## config.mk

```make
export PLATFORM = sky130hd
export DESIGN_NAME = qchunk
export DESIGN_NICKNAME = d
export VERILOG_FILES = /design/src/rtl/qchunk.sv
export SDC_FILE = /design/constraint.sdc
export NUM_CORES = 1
export LEC_CHECK = 0
export ABC_AREA = 1
export BUFFER_PORTS_ARGS = -buffer_cell sky130_fd_sc_hd__clkbuf_2
export CORE_MARGIN = 2
export CORE_UTILIZATION = 39
export CTS_BUF_LIST = sky130_fd_sc_hd__clkbuf_8
export DETAILED_ROUTE_END_ITERATION = 7
export GPL_ROUTABILITY_DRIVEN = 0
export PLACE_DENSITY = 0.76
export SYNTH_ARGS = -nofsm -noshare
export SYNTH_HDL_FRONTEND = slang
export SYNTH_SLANG_ARGS = --single-unit
```

## constraint.sdc

```tcl
create_clock -name clk -period 1.4 [get_ports clk]
set_clock_uncertainty 0.2 [all_clocks]
set_input_delay 0.14 -clock clk [delete_from_list [all_inputs] [get_ports clk]]
set_output_delay 0.14 -clock clk [all_outputs]
set_load 0.005 [all_outputs]
```

## src/rtl/qchunk.sv

```systemverilog
// qchunk: splits each innermost dti queue into chunks of at most CHUNK items
// by adding a new innermost end-of-transaction level. One registered output
// stage that can load and drain in the same cycle, so it sustains one item
// per cycle.
module qchunk #(
    parameter int unsigned TDIN    = 16,
    parameter int unsigned DIN_LVL = 1,
    parameter int unsigned CHUNK   = 4
) (
    input  logic                      clk,
    input  logic                      rst,
    input  logic                      din_valid,
    output logic                      din_ready,
    input  logic [DIN_LVL+TDIN-1:0]   din_data,
    output logic                      dout_valid,
    input  logic                      dout_ready,
    output logic [DIN_LVL+TDIN:0]     dout_data
);

    localparam int unsigned W_CNT = (CHUNK > 1) ? $clog2(CHUNK) : 1;
    localparam logic [W_CNT-1:0] CNT_LAST = W_CNT'(CHUNK - 1);

    logic                 vld;
    logic [DIN_LVL:0]     eot_q;
    logic [TDIN-1:0]      data_q;
    logic [W_CNT-1:0]     cnt;

    logic                 acc_c;
    logic                 ins_c;
    logic [DIN_LVL-1:0]   din_eot_c;
    logic [TDIN-1:0]      din_dat_c;

    // Handshake and chunk-end decode for the item currently offered on din
    always_comb begin
        din_eot_c = din_data[TDIN +: DIN_LVL];
        din_dat_c = din_data[TDIN-1:0];
        din_ready = !vld || dout_ready;
        acc_c     = din_valid && din_ready;
        ins_c     = (cnt == CNT_LAST) || din_eot_c[0];
    end

    // Output valid and chunk counter; counter only moves on an accepted item
    always_ff @(posedge clk) begin
        if (!rst) begin
            vld <= 1'b0;
            cnt <= '0;
        end else begin
            if (acc_c) begin
                vld <= 1'b1;
            end else if (dout_ready) begin
                vld <= 1'b0;
            end
            if (acc_c) begin
                cnt <= ins_c ? '0 : cnt + W_CNT'(1);
            end
        end
    end

    // Payload register: original eot levels shifted up, chunk end at bit 0
    always_ff @(posedge clk) begin
        if (acc_c) begin
            data_q <= din_dat_c;
            eot_q  <= {din_eot_c, ins_c};
        end
    end

    assign dout_valid = vld;
    assign dout_data  = {eot_q, data_q};

endmodule

```

==> run_results.csv, run 1 <==
group,metric,value,unit
status,outcome,"completed",
synth,seq_area_frac_synth,85.7,%
cells_and_area,num-fill-cells,123,
cells_and_area,antennaDiodeCount,0,
setup_path,cp-start-kind,"flip-flop",
die,num_rows,15,
die,coreArea,1710,um2
timing,maxSlewHeadroom,90.2,%
job,maxCapViolCount,0,
route,route.detailed.drc,0,
grt,grt_pass1_wl,1970,um
timing,hold_ws,3.51,ps
clock_network,cts-hold-fix-buffers,18,
cells_and_area,layout.nets,129,
timing,fmax,797,MHz
setup_path,cp.buffers_inverters,2,
setup_path,cp_max_fo,18,
synth,yosysTopAreaCell,"edfxtp_1",
timing,rsz0062_at_grt,"no",
setup_path,crit_chain,"nand2_2 -> nand2_2 -> clkinvlp_4 -> buf_12",
hold_path,min_path_type,"in2reg",
cells_and_area,drive_above_1_share,45.3,%
synth,synth_top_area_share,77.1,%
synth,synth.avg_cell_area,16.3,um2
grt,track_usage,13.2,%
setup_path,required,1210,ps
die,die_h,46.4,um
clock_network,cts_tree,"built",
grt,grt_max_degree,19,
die,initial_core_util,41.0,%
clock_network,cts_resized,0,
route,drt_iter0_drc,1,
die,dieArea,2150,um2
cells_and_area,multiInputGateArea,73.8,um2
route,dr.pass1.iters,2,
timing,fin_crit_sh,89.6,%
timing,hold_violations,0,
setup_path,cp_slowest_stage_delay,340,ps
timing,setup_violations,0,
power_and_ir_drop,power_leakage,0.000540,uW
timing,fin_setup_tns,0,ps
synth,netlist_area,701,um2
setup_path,r2r_setup_slack,150,ps
clock_network,cts-root-buf,"clkbuf_8",
grt,antenna_found_initial,0,
timing,fin_crit,1250,ps
clock_network,clock_sinks,21,
route,vias,527,
clock_network,ctsLongestPathBuffers,2,
setup_path,end_kind,"flip-flop",
timing,worst_pin_slew,146,ps
route,drt-total-wl,1340,um
setup_path,worstPathArrival,1070,ps
clock_network,clk_latency,250,ps
die,io_pins,41,
synth,netlist_instances,43,
power_and_ir_drop,p_per_area,1070,nW/um2
cells_and_area,regArea,601,um2
clock_network,path_clk_slew,70,ps
synth,synthDistinctLibCells,8,
setup_path,critPathKind,"reg2reg",
clock_network,cts_buffers,3,
route,wire_per_inst,10.2,um
cells_and_area,syn_to_final_growth,68.7,%
placed_design,hpwl,810,um
synth,ys_ff_latch,21,
power_and_ir_drop,ir_worst_vdd,0.774,mV
die,die_x,46.4,um
route,ant_nets,0,
setup_path,crit_slowest_cell,"dfxtp_1",
clock_network,h-tree-depth,1,
setup_path,critPathMostFrequentCell,"nand2_2",
grt,grt_pass1_vias,467,
synth,synthTopCellsByArea,"edfxtp_1, dfxtp_1, inv_1",
clock_network,postCtsSetupBuffers,0,
route,vias_per_cell,4.02,
setup_path,path_delay_family,"flip-flops",
grt,overflow,0,
synth,yosys_warnings,0,
placed_design,io_buffers,40,
synth,syn-num-nets,65,
timing,slew_viol_final,0,
Yosys cell counts:
| cell | number |
|---|---|
| edfxtp_1 | 18 |
| inv_1 | 7 |
| nor2_1 | 6 |
| nand2_1 | 5 |
| dfxtp_1 | 3 |
| nand2_2 | 2 |
| a21boi_0 | 1 |
| ha_1 | 1 |
area by class of cell:
class                      count  area share [%]
sequential                    21            50.8
tap                           25            2.65
clock buffer                   3            3.49
multi-input combinational     15            6.24
inverter                       7            2.54
clock inverter                 1           0.423
timing repair buffer          59            33.9
final timing paths:
kind,from,end,cells after the start
setup reg to reg,dout_valid,data_q[2],4
hold / removal,dout_ready,dout_valid,4
hold reg to reg,cnt[1],cnt[1],4
setup / recovery,dout_valid,data_q[2],4
placed cells by master, fill, tap and decap left out, drive strengths merged:
master,n
clkinvlp,1
clkinv,1
a21boi,1
buf,1
nand2,7
edfxtp,18
ha,1
dlygate4sd3,18
nor2,6
inv,6
dfxtp,3
clkbuf,43
routing by layer:
metal	share of wire, %	up-vias	track usage [%]
met5	0	-	0
met4	0	0	3.43
met3	9.2	0	3.92
met2	47	30	23.9
met1	44	228	15.1
li1	-	269	-
sequential cells by signal, indices dropped and copies added (netlist names):
register	cells
eot_q	2
dout_valid	1
data_q	16
cnt	2
report_power, final:
part	switching, uW	internal, uW	leakage (uW)	total [uW]
clock	173	197	0.0000255	370
sequential	11.6	723	0.000199	735
combinational	62.5	91.6	0.000316	154
total	247	1010	0.000540	1260
worst register-to-register path, stage by stage, from the launching register on:
cell	delay (ps)
dfxtp_1	340
nand2_2	80
nand2_2	130
clkinvlp_4	120
buf_12	160
cells by family after synthesis:
family,Yosys count,synth area share [%]
AO/OA/AOI/OAI,1,1.07
buffers and inverters,7,3.75
adder cells (fa/ha/maj),1,1.79
flip-flops,21,85.7
AND/OR/NAND/NOR,13,7.68
stage by stage:
step / utilization [%] / instances / setup WS [ps] / power [uW] / instance area (um2)
2_1_floorplan: - / 43 / 60.7 / 789 / 704
3_3_place_gp: 56.0 / 109 / 184 / 861 / 956
3_5_place_dp: 56.0 / 109 / 146 / 864 / 956
4_1_cts: 69.2 / 131 / 132 / 1270 / 1180
5_1_grt: 69.2 / 131 / 83.0 / 1320 / 1180
6_report: 69.2 / 131 / 145 / 1260 / 1180
(Power assumes the default switching activity.)
==> inputs of run 2 (changes only) <==
--- a/config.mk
+++ b/config.mk
@@ -7,12 +7,12 @@
 export LEC_CHECK = 0
 export ABC_AREA = 1
 export BUFFER_PORTS_ARGS = -buffer_cell sky130_fd_sc_hd__clkbuf_2
-export CORE_MARGIN = 2
-export CORE_UTILIZATION = 39
+export CORE_MARGIN = 5
+export CORE_UTILIZATION = 43
 export CTS_BUF_LIST = sky130_fd_sc_hd__clkbuf_8
 export DETAILED_ROUTE_END_ITERATION = 7
 export GPL_ROUTABILITY_DRIVEN = 0
-export PLACE_DENSITY = 0.76
+export PLACE_DENSITY = 0.79
 export SYNTH_ARGS = -nofsm -noshare
 export SYNTH_HDL_FRONTEND = slang
 export SYNTH_SLANG_ARGS = --single-unit
==> constraint.sdc (replaced) <==
create_clock -name clk -period 1.2 [get_ports clk]
set_clock_uncertainty 0.2 [all_clocks]
set_input_delay 0.12 -clock clk [delete_from_list [all_inputs] [get_ports clk]]
set_output_delay 0.12 -clock clk [all_outputs]
set_load 0.005 [all_outputs]
==> run 2 against run 1 <==
Net effect: sequential power rose by 17%; critical path depth is the same; die area rose by 18%; via count grew 3.4%; largest power group unchanged; register-to-register slack lost 110 ps; core utilization up 9.5 points; routed wire length is 22% higher; total power grew 18%; the run now ends with hold timing left; combinational power grew 27%; sequential share of layout area is 0.53 points lower.
==> run_results.csv, run 2 (same netlist as run 1, synthesis figures left out) <==
group,metric,value,unit
timing,fin_setup_tns,0,ps
timing,fin_crit,1160,ps
cells_and_area,largest-register,"data_q",
timing,slew_viol_final,0,
setup_path,cp-start-kind,"flip-flop",
clock_network,h-tree-depth,1,
cells_and_area,largest_register_ffs,16,
setup_path,cp.buffers_inverters,2,
cells_and_area,regArea,603,um2
job,maxCapViolCount,0,
route,drt-total-wl,1630,um
clock_network,clock_sinks,21,
route,ant_nets,0,
die,io_pins,41,
placed_design,io_buffers,40,
clock_network,clk_latency,250,ps
timing,hold_ws,-15.9,ps
power_and_ir_drop,ir_worst_vdd,0.735,mV
setup_path,critPathMostFrequentCell,"nand2_4",
cells_and_area,antennaDiodeCount,0,
grt,overflow,0,
setup_path,r2r_setup_slack,40,ps
route,dr.pass1.iters,3,
die,dieArea,2540,um2
setup_path,critPathKind,"reg2reg",
die,num_rows,14,
cells_and_area,layout.nets,130,
setup_path,crit_chain,"nand2_4 -> nand2_4 -> clkinvlp_4 -> buf_12",
cells_and_area,reg.largest.list,"data_q: 16 flops, cnt: 2 flops, eot_q: 2 flops",
cells_and_area,multiInputGateArea,91.3,um2
timing,hold_violations,1,
cells_and_area,final_common_cell,"clkbuf_2",
route,vias,545,
cells_and_area,drive_above_1_share,49.5,%
setup_path,r2r_end,"data_q[3]",
die,die_h,50.4,um
setup_path,cp_max_fo,18,
setup_path,cp_slowest_stage_delay,340,ps
power_and_ir_drop,p_per_area,1240,nW/um2
die,initial_core_util,46.0,%
setup_path,crit_slowest_cell,"dfxtp_2",
setup_path,r2r-start,"dout_valid",
timing,timing.final.ws_setup,35.4,ps
clock_network,cts-root-buf,"clkbuf_8",
grt,grt_pass1_wl,2550,um
grt,antenna_found_initial,0,
placed_design,hpwl,963,um
cells_and_area,num-fill-cells,90,
timing,fin_crit_sh,97.0,%
hold_path,min_path_type,"in2reg",
power_and_ir_drop,power_leakage,0.000553,uW
die,die_x,50.4,um
route,route.detailed.drc,0,
timing,setup_violations,0,
status,violations,"hold timing",
clock_network,path_clk_slew,70,ps
setup_path,worstPathArrival,930,ps
die,coreArea,1520,um2
timing,worst_pin_slew,113,ps
route,wire_per_inst,13.2,um
hold_path,min-delay-start,"dout_ready",
timing,fmax,859,MHz
hold_path,holdPathStages,4,
setup_path,path_delay_family,"flip-flops",
clock_network,cts_buffers,3,
setup_path,required,960,ps
hold_path,whs_endpoint,"dout_valid",
route,drt_iter0_drc,3,
grt,track_usage,13.4,%
clock_network,cts-hold-fix-buffers,18,
setup_path,end_kind,"flip-flop",
cells_and_area,final_cell_mix,"clkbuf_2, edfxtp_1, dlygate4sd3_1",
grt,grt_max_degree,19,
clock_network,ctsLongestPathBuffers,2,
timing,maxSlewHeadroom,92.4,%
status,outcome,"complete, but fails checks",
setup_path,worstRegToRegCells,4,
route,vias_per_cell,4.43,
cells_and_area,syn_to_final_growth,71.2,%
grt,grt_pass1_vias,564,
clock_network,cts_tree,"built",
placed_design,pre_cts_slack,37.9,ps
run 2: cell type report:
class                           count  share of cell area [%]
Sequential cell                    21                    50.3
Inverter                            7                    2.50
Timing Repair Buffer               60                    34.2
Tap cell                           16                    1.67
Clock buffer                        3                    3.44
Multi-Input combinational cell     15                    7.61
Clock inverter                      1                   0.313
run 2: worst max-delay path by stage:
stage	end	depth (start not counted)	startpoint
5_1_grt	cnt[1]	5	cnt[1]
2_1_floorplan	data_q[0]	3	dout_valid
4_1_cts	data_q[15]	4	dout_valid
3_5_place_dp	data_q[10]	4	dout_valid
3_3_place_gp	data_q[8]	4	dout_valid
6_report	data_q[3]	4	dout_valid
run 2: where the power goes:
| part | switching, uW | internal, uW | leakage, uW |
|---|---|---|---|
| registers | 17.0 | 846 | 0.000200 |
| logic | 80.0 | 115 | 0.000327 |
| clock network | 198 | 227 | 0.0000269 |
run 2: worst register-to-register path, stage by stage, from the launching register on:
cell	delay, ps
dfxtp_2	340
nand2_4	70
nand2_4	60
clkinvlp_4	70
buf_12	140
run 2: stage by stage:
stage	power (uW)	cells	instance area [um2]	hold slack [ps]	utilization, %
after floorplan	924	43	716	18.9	-
after global placement	1010	101	963	97.5	63.2
after detailed placement	1020	101	963	98.8	63.2
after CTS	1480	123	1190	-16.7	78.0
after global routing	1560	123	1200	-12.7	78.7
final	1480	123	1200	-15.9	78.7
run 2: repair_timing:
action,CTS,global route
setup endpoints to repair,0,2
resized for setup,0,4
hold endpoints to repair,21,1
buffers inserted,0,1
run 2: routing by layer:
metal / vias to the layer above / wire (um) / share of wire, % / GRT usage [%]
li1: 273 / - / - / -
met1: 244 / 660 / 41 / 15.8
met2: 28 / 797 / 49 / 23.4
met3: 0 / 166 / 10 / 2.96
met4: 0 / 0 / 0 / 5.11
met5: - / 0 / 0 / 0
